<file path="config.mk">
export PLATFORM = sky130hd
export DESIGN_NAME = treat_store
export DESIGN_NICKNAME = d
export VERILOG_FILES = /design/src/rtl/treat_store_pkg.sv /design/src/rtl/store_merge.sv /design/src/rtl/treat_store.sv
export SDC_FILE = /design/constraint.sdc
export NUM_CORES = 1
export LEC_CHECK = 0
export BUFFER_PORTS_ARGS = -buffer_cell sky130_fd_sc_hd__buf_4
export CAP_MARGIN = 15
export CORE_MARGIN = 2
export CORE_UTILIZATION = 46
export CTS_BUF_LIST = sky130_fd_sc_hd__clkbuf_16
export DETAILED_ROUTE_END_ITERATION = 8
export GPL_TIMING_DRIVEN = 0
export HOLD_SLACK_MARGIN = 0.12
export MAX_ROUTING_LAYER = met4
export PLACE_DENSITY = 0.83
export SETUP_SLACK_MARGIN = 0.4
export SKIP_CTS_REPAIR_TIMING = 1
export SYNTH_ARGS = -nofsm -noshare
export SYNTH_HDL_FRONTEND = slang
export SYNTH_SLANG_ARGS = --single-unit
</file>
<file path="constraint.sdc">
create_clock -name ts_i_clk -period 1.95 [get_ports ts_i_clk]
set_input_delay 0.39 -clock ts_i_clk [delete_from_list [all_inputs] [get_ports ts_i_clk]]
set_output_delay 0.39 -clock ts_i_clk [all_outputs]
set_load 0.05 [all_outputs]
</file>
<file path="src/rtl/treat_store_pkg.sv">
// Shared constants for the MEM-stage store path: widths, store opcodes,
// FSM state encoding and the request legality check.
package treat_store_pkg;

  localparam int DWIDTH       = 32;
  localparam int AWIDTH       = 32;
  localparam int OPCODE_WIDTH = 6;

  localparam logic [OPCODE_WIDTH-1:0] STORE_BYTE = 6'h28;
  localparam logic [OPCODE_WIDTH-1:0] STORE_HALF = 6'h29;
  localparam logic [OPCODE_WIDTH-1:0] STORE_WORD = 6'h2b;

  typedef enum logic [2:0] {
    TS_IDLE  = 3'd0,
    TS_READ  = 3'd1,
    TS_MERGE = 3'd2,
    TS_WRITE = 3'd3,
    TS_ERR   = 3'd4
  } ts_state_e;

  // True only for a known store opcode at an address its size allows.
  function automatic logic store_ok(input logic [OPCODE_WIDTH-1:0] opcode,
                                    input logic [1:0] lane);
    case (opcode)
      STORE_WORD: store_ok = (lane == 2'b00);
      STORE_HALF: store_ok = ~lane[0];
      STORE_BYTE: store_ok = 1'b1;
      default:    store_ok = 1'b0;
    endcase
  endfunction

endpackage

</file>
<file path="src/rtl/store_merge.sv">
// Combinational lane merge of store data into a memory word (little-endian
// lanes). Kept standalone so a store-to-load forwarding path can reuse it.
module store_merge
  import treat_store_pkg::*;
(
  input  logic [OPCODE_WIDTH-1:0] opcode,
  input  logic [1:0]              lane,
  input  logic [DWIDTH-1:0]       store_data,
  input  logic [DWIDTH-1:0]       rdata,
  output logic [DWIDTH-1:0]       merged
);

  always_comb begin
    merged = rdata;
    case (opcode)
      STORE_BYTE: merged[{lane, 3'b000} +: 8] = store_data[7:0];
      STORE_HALF: begin
        if (lane[1]) merged[31:16] = store_data[15:0];
        else         merged[15:0]  = store_data[15:0];
      end
      STORE_WORD: merged = store_data;
      default:    merged = rdata;
    endcase
  end

endmodule

</file>
<file path="src/rtl/treat_store.sv">
// Store-path unit: SW writes directly, SB/SH read-modify-write the word,
// illegal requests pulse misaligned without touching memory.
//
//   state    | meaning
//   ---------+------------------------------------------------
//   TS_IDLE  | waiting for a request; only state that samples valid
//   TS_READ  | read strobe for the word holding the target lanes
//   TS_MERGE | read data returns; merged word captured into wdata
//   TS_WRITE | write strobe and done pulse
//   TS_ERR   | rejected request; misaligned pulse, no memory access
module treat_store
  import treat_store_pkg::*;
(
  input  logic                    ts_i_clk,
  input  logic                    ts_i_rst,
  input  logic                    ts_i_valid,
  input  logic [OPCODE_WIDTH-1:0] ts_i_opcode,
  input  logic [AWIDTH-1:0]       ts_i_addr,
  input  logic [DWIDTH-1:0]       ts_i_store_data,
  input  logic [DWIDTH-1:0]       ts_i_mem_rdata,
  output logic                    ts_o_busy,
  output logic [AWIDTH-1:0]       ts_o_mem_addr,
  output logic                    ts_o_mem_rd,
  output logic                    ts_o_mem_wr,
  output logic [DWIDTH-1:0]       ts_o_mem_wdata,
  output logic                    ts_o_done,
  output logic                    ts_o_misaligned
);

  ts_state_e               state_q, state_d;
  logic [OPCODE_WIDTH-1:0] op_q;
  logic [AWIDTH-1:0]       addr_q;
  logic [DWIDTH-1:0]       data_q;
  logic [DWIDTH-1:0]       wdata_q;
  logic [DWIDTH-1:0]       merged;
  logic                    accept;
  logic                    mem_phase;

  store_merge u_merge (
    .opcode     (op_q),
    .lane       (addr_q[1:0]),
    .store_data (data_q),
    .rdata      (ts_i_mem_rdata),
    .merged     (merged)
  );

  assign accept = (state_q == TS_IDLE) && ts_i_valid;

  always_comb begin
    state_d = state_q;
    case (state_q)
      TS_IDLE: begin
        if (ts_i_valid) begin
          if (!store_ok(ts_i_opcode, ts_i_addr[1:0])) state_d = TS_ERR;
          else if (ts_i_opcode == STORE_WORD)         state_d = TS_WRITE;
          else                                        state_d = TS_READ;
        end
      end
      TS_READ:  state_d = TS_MERGE;
      TS_MERGE: state_d = TS_WRITE;
      TS_WRITE: state_d = TS_IDLE;
      TS_ERR:   state_d = TS_IDLE;
      default:  state_d = TS_IDLE;
    endcase
  end

  always_ff @(posedge ts_i_clk) begin
    if (ts_i_rst) begin
      state_q <= TS_IDLE;
      op_q    <= '0;
      addr_q  <= '0;
      data_q  <= '0;
      wdata_q <= '0;
    end else begin
      state_q <= state_d;
      if (accept) begin
        op_q    <= ts_i_opcode;
        addr_q  <= ts_i_addr;
        data_q  <= ts_i_store_data;
        wdata_q <= ts_i_store_data;
      end
      if (state_q == TS_MERGE) wdata_q <= merged;
    end
  end

  // Memory-side outputs come only from state and latched registers.
  assign mem_phase       = (state_q == TS_READ) || (state_q == TS_MERGE) ||
                           (state_q == TS_WRITE);
  assign ts_o_busy       = (state_q != TS_IDLE);
  assign ts_o_mem_addr   = mem_phase ? {addr_q[AWIDTH-1:2], 2'b00} : '0;
  assign ts_o_mem_rd     = (state_q == TS_READ);
  assign ts_o_mem_wr     = (state_q == TS_WRITE);
  assign ts_o_mem_wdata  = (state_q == TS_WRITE) ? wdata_q : '0;
  assign ts_o_done       = (state_q == TS_WRITE);
  assign ts_o_misaligned = (state_q == TS_ERR);

endmodule

</file>
==> results of run 1 <==
power by group through the flow:
stage	combinational (mW)	sequential (mW)	clock, mW
CTS	0.711	2.38	1.74
global placement	0.682	2.43	0
finish	1.12	2.42	1.76
global route	1.18	2.43	1.85
detailed placement	0.708	2.43	0
floorplan	0.410	2.40	0
cell usage in the layout, fill, tap and decap left out, types with 3 or more instances in the layout:
cell type and instances:
dfxtp_1 102, nand2_4 33, clkbuf_16 15, o22ai_2 3, nand2_1 107, buf_2 6, a21oi_1 50, o22ai_1 5
a221oi_1 18, ha_1 3, mux2i_1 7, and2_2 5, and3_1 3, o21ai_4 12, a21boi_0 8, o21ai_1 3
buf_8 56, a21oi_2 45, nor2b_1 3, buf_12 7, o21ai_0 7, clkbuf_2 11, clkbuf_1 12, buf_4 130
clkbuf_4 7, nand2b_1 3, nand2_2 27, buf_6 42, and2_1 3, and2_4 56, a221oi_2 39
cell families after synthesis:
family | after synthesis | share of synthesized area
AOI/OAI and AO/OA | 199 | 0.256
adders and majority gates | 5 | 0.0122
buffers and inverters | 62 | 0.0523
DFF | 105 | 0.409
muxes | 7 | 0.0136
other | 1 | 0.000729
and+or+nand+nor | 264 | 0.257
routing by layer:
layer	vias up	routed length, um	track usage	part of all wire
li1	2725	-	-	-
met5	-	0	-	0
met4	0	1260	0.152	0.055
met1	2989	8060	0.357	0.36
met2	471	11100	0.489	0.49
met3	113	2290	0.0504	0.10
per-stage QoR:
stage | utilization | cells | setup TNS, ns | area (sq um) | total power [mW]
2_1_floorplan | - | 644 | 0 | 5330 | 2.81
3_3_place_gp | 0.623 | 954 | -0.847 | 6780 | 3.11
3_5_place_dp | 0.623 | 954 | -3.25 | 6780 | 3.14
4_1_cts | 0.649 | 969 | -17.04 | 7060 | 4.84
5_1_grt | 0.846 | 1016 | -9.57 | 9210 | 5.45
6_report | 0.846 | 1016 | -6.32 | 9210 | 5.30
path summary, 6_finish.rpt:
kind                                            endpoint  depth (start not counted)                    start
worst min register to register    addr_q[2]$_SDFFE_PP0P_                          2   addr_q[2]$_SDFFE_PP0P_
worst min-delay path              addr_q[4]$_SDFFE_PP0P_                          3             ts_i_addr[4]
worst max-delay path                  ts_o_mem_wdata[20]                          5  state_q[2]$_SDFFE_PP0P_
worst max register to register  wdata_q[28]$_SDFFE_PP0P_                          7   addr_q[1]$_SDFFE_PP0P_
synth_stat cells, types with 2 or more instances:
cell type,number,area (sq um)
mux2i_1,7,70.1
dfxtp_1,105,2100
nor4_4,2,42.5
nand4bb_1,2,22.5
o21ai_1,17,85.1
a221oi_2,8,120
inv_1,3,11.3
buf_4,5,37.5
nor2b_1,4,25.0
o221ai_1,3,26.3
and3_1,4,25.0
ha_1,5,62.6
nand3b_1,2,15.0
a21oi_1,95,475
nand2b_1,3,18.8
a21boi_0,8,60.1
and2_1,64,400
buf_1,2,7.51
buf_2,14,70.1
a221oi_1,49,429
nand2_1,167,627
nor2_1,4,15.0
o21ai_0,7,35.0
clkbuf_1,38,143
o22ai_1,8,50.1
or3_1,2,12.5
state kept, by name (all words and copies together), names as in the netlist:
signal / flops
op_q: 6
data_q: 32
wdata_q: 32
addr_q: 32
state_q: 3
critical path: cells and delay by family (launching register included):
kind	cells	cell delay [ns]
buf+inv	3	0.47
flops	1	0.32
simple gates	2	0.61
area by class of cell:
type | instances | area, sq um
repair buffers | 217 | 2240
clock buffers | 10 | 250
flip-flops and latches | 105 | 2110
well taps | 140 | 175
fillers | 539 | 1680
multi-input cells | 477 | 3890
clock inverters | 5 | 30.0
plain buffers | 59 | 497
inverters | 3 | 16.3
==> run summary, run 1 <==
RSZ-0062 raised after global routing - true
DP HPWL - 13.2 mm
crit end category - primary output
routability congestion estimate from global placement - 0.953
Ports - 174
Yosys reg bits - 105
die height - 110 um
yosys warns - 0
Mean Syn Cell Area - 8.00 sq um
Psw - 1.55 mW
Hold Vio Cnt, Final - 0
CP arrival - 1.73 ns
hold_ws - 0.286 ns
H-tree depth - 3
latest clock arrival within the worst-skew pair - 0.35 ns
outcome - finished, violations left
Final Cycle Share - 1.09
dominant synthesized flop cell - dfxtp_1
vias in the first global route - 5,545
Critical-path top delay cell - and3b_4
largest net degree at the start of global routing - 17
Final setup viols - 76
via count - 6,298
MaxCap Viol Count - 0
maximum vdd drop - 0.385 mV
share of layout cells above drive strength 1 - 0.599
Cells after Synth - 643
global-route wire length before repair - 27.1 mm
power per cell area - 576 mW/mm^2
drt total wl - 22.7 mm
Final WS setup - -0.174 ns
cell area after synthesis - 0.00514 sq mm
die width - 110 um
mean number of vias per cell - 6.20
post-synthesis cell type count - 41
worst hold path class - in2reg
DR pass1 iterations - 7
initial antenna violation count - 0
Final #Nets - 982
number of core rows - 38
failing checks - setup timing
clock share of power - 0.332
Critical Path Max Stage Delay - 0.44 ns
TritonCTS clock tree - done
fin. max-slew vios - 0
Clock Root Buffer - clkbuf_16
TritonCTS Buffers - 9
# port buffers - 170
Setup CP Type - reg2out
total gr overflow - 0
WL/cell - 22.3 um
Post-synth EDFFs - 0
pre-CTS setup slack - -0.177 ns
Post-synth ARST share - 0
Initial Util - 0.472
Comb power frac - 0.212
Leakage - 3.85 nW
DRC Markers - 0
CTS sink cnt - 105
ANT cells - 0
Antenna Nets Post-Route - 0
die area - 0.0120 sq mm
fmax - 0.471 GHz
clock skew - 0.00819 ns
Seq pwr share - 0.457
DRT iter0 DRCs - 487
internal power - 3.75 mW
Core Footprint - 0.0109 sq mm
Crit Path Max Fanout - 8
FF-to-FF setup slack - -0.10 ns
gr usage total - 0.300
fraction of the yosys area taken by sequential cells - 0.409
Max clock buf depth - 2
minimum clock period after layout - 2.12 ns
most frequent CP cell - buf_6
Rel. slew slack - 0.420
startpoint types - register
Switching Fraction - 0.293
synth-to-layout area growth - 79.1%
Critical Path RT - 1.56 ns
crit-path cells - buf_6, and3b_4, buf_4, and2_2, buf_6
Worst-Margin Slew - 0.870 ns
Clock transition at path regs - 0.07 ns
Note: power is estimated with default switching activity, not from simulation.
==> run 2: changes to the inputs <==
- CORE_MARGIN: 2 -> unset
- RECOVER_POWER: unset -> 100
==> run 2 against run 1 <==
  * The run still ends with setup timing left
  * Global-route usage rose by 1.5 points
  * Clock power grew 8%
  * Sequential cell count is the same
  * Core utilization down 1.7 points
  * Critical endpoint is now wdata_q[24]$_SDFFE_PP0P_
  * Largest cell class unchanged
  * Largest power group unchanged
==> run summary, run 2 (synthesized netlist as in run 1, its figures left out) <==
outcome - finished, violations left
failing checks - setup timing
die height - 108 um
DP HPWL - 13.1 mm
most frequent cells in the layout - buf_4, nand2_1, dfxtp_1, a21oi_1, buf_8
Switching Fraction - 0.294
CP arrival - 2.34 ns
met1 WL - 7.86 mm
latest clock arrival within the worst-skew pair - 0.35 ns
minimum clock period after layout - 2.09 ns
Initial Util - 0.472
met2 wire length - 10.8 mm
share of layout cells above drive strength 1 - 0.559
TritonCTS clock tree - done
drt total wl - 21.7 mm
initial antenna violation count - 0
Leakage - 3.71 nW
Core Footprint - 0.0109 sq mm
Seq pwr share - 0.448
fin. max-slew vios - 0
gr usage total - 0.315
crit end category - register
Setup CP Type - reg2reg
# port buffers - 170
clock share of power - 0.353
Final setup viols - 81
worst hold stages - 3
Clock transition at path regs - 0.08 ns
Max clock buf depth - 2
Crit Path Max Fanout - 8
Critical Path RT - 2.20 ns
startpoint types - register
Comb power frac - 0.199
CTS sink cnt - 105
setup TNS - -5.32 ns
synth-to-layout area growth - 75.5%
Final Cycle Share - 1.07
Rel. slew slack - 0.415
met3 wire len - 1.98 mm
Psw - 1.58 mW
die width - 108 um
r2r startpoint - addr_q[0]$_SDFFE_PP0P_
most common cell after layout, fill and taps aside - buf_4
number of core rows - 38
worst r2r dst - wdata_q[24]$_SDFFE_PP0P_
Clock Root Buffer - clkbuf_16
Final WS setup - -0.142 ns
vias in the first global route - 5,594
H-tree depth - 3
Final #Nets - 980
Final Util - 0.829
RSZ-0062 raised after global routing - true
die area - 0.0116 sq mm
internal power - 3.81 mW
largest net degree at the start of global routing - 19
Hold Vio Cnt, Final - 0
Worst-Margin Slew - 0.877 ns
WL/cell - 21.3 um
total gr overflow - 0
top flop regs - addr_q (32), data_q (32), wdata_q (32)
DRC Markers - 0
hold_ws - 0.281 ns
global-route wire length before repair - 27.5 mm
power per cell area - 597 mW/mm^2
routability congestion estimate from global placement - 0.981
Worst R2R Path Depth - 7
DRT iter0 DRCs - 513
TritonCTS Buffers - 9
clock skew - 0.00804 ns
MaxCap Viol Count - 0
min-delay src - ts_i_addr[22]
FF-to-FF setup slack - -0.14 ns
Hold Crit Endpoint - addr_q[22]$_SDFFE_PP0P_
via count - 6,204
maximum vdd drop - 0.537 mV
Ports - 174
mean number of vias per cell - 6.11
worst hold path class - in2reg
Max Used Layer - met4
Antenna Nets Post-Route - 0
DR pass1 iterations - 6
ANT cells - 0
fmax - 0.478 GHz
[run 2: layout make-up]
class,count,area (sq um)
multi-input cells,477,3730
repair buffers,215,2230
flip-flops and latches,105,2110
fillers,587,1860
plain buffers,59,448
clock buffers,9,225
well taps,140,175
clock inverters,7,77.6
inverters,3,23.8
[run 2: power groups by stage]
stage                     Clock (mW)  Combinational [mW]  Sequential, mW
final                           1.90                1.07            2.42
after global routing            1.99                1.13            2.43
after CTS                       1.87               0.711            2.39
after detailed placement           0               0.708            2.43
after global placement             0               0.681            2.42
after floorplan                    0               0.410            2.40
[run 2: metrics by stage]
stage | setup slack [ns] | cells | power [mW] | instance area (sq um)
after floorplan | 0.176 | 644 | 2.81 | 5330
after global placement | -0.0481 | 954 | 3.11 | 6780
after detailed placement | -0.166 | 954 | 3.14 | 6780
after CTS | -0.360 | 970 | 4.96 | 7090
after global routing | -0.205 | 1015 | 5.55 | 9020
final | -0.142 | 1015 | 5.39 | 9020
[run 2: critical path, stage by stage, from the launching register on]
cell and delay, ns:
dfxtp_4 0.38, clkinv_4 0.07, ha_4 0.16, or4b_4 0.53, nor4_4 0.28, buf_6 0.20, nand2_2 0.08, a221oi_2 0.28
[run 2: metal layers]
metal  GRT usage  vias to the layer above
met4       0.141                        0
met5           -                        -
met1       0.365                     2948
met2       0.521                      433
met3      0.0684                      104
li1            -                     2719
[run 2: how the worst max path moves through the flow]
| stage | endpoint | from | slack, ns |
|---|---|---|---|
| finish | wdata_q[24]$_SDFFE_PP0P_ | addr_q[0]$_SDFFE_PP0P_ | -0.14 |
| global route | wdata_q[24]$_SDFFE_PP0P_ | addr_q[0]$_SDFFE_PP0P_ | -0.20 |
| CTS | ts_o_mem_wdata[14] | state_q[2]$_SDFFE_PP0P_ | -0.36 |
| detailed placement | wdata_q[19]$_SDFFE_PP0P_ | addr_q[0]$_SDFFE_PP0P_ | -0.17 |
| global placement | wdata_q[22]$_SDFFE_PP0P_ | addr_q[0]$_SDFFE_PP0P_ | -0.05 |
| floorplan | wdata_q[31]$_SDFFE_PP0P_ | addr_q[0]$_SDFFE_PP0P_ | 0.18 |
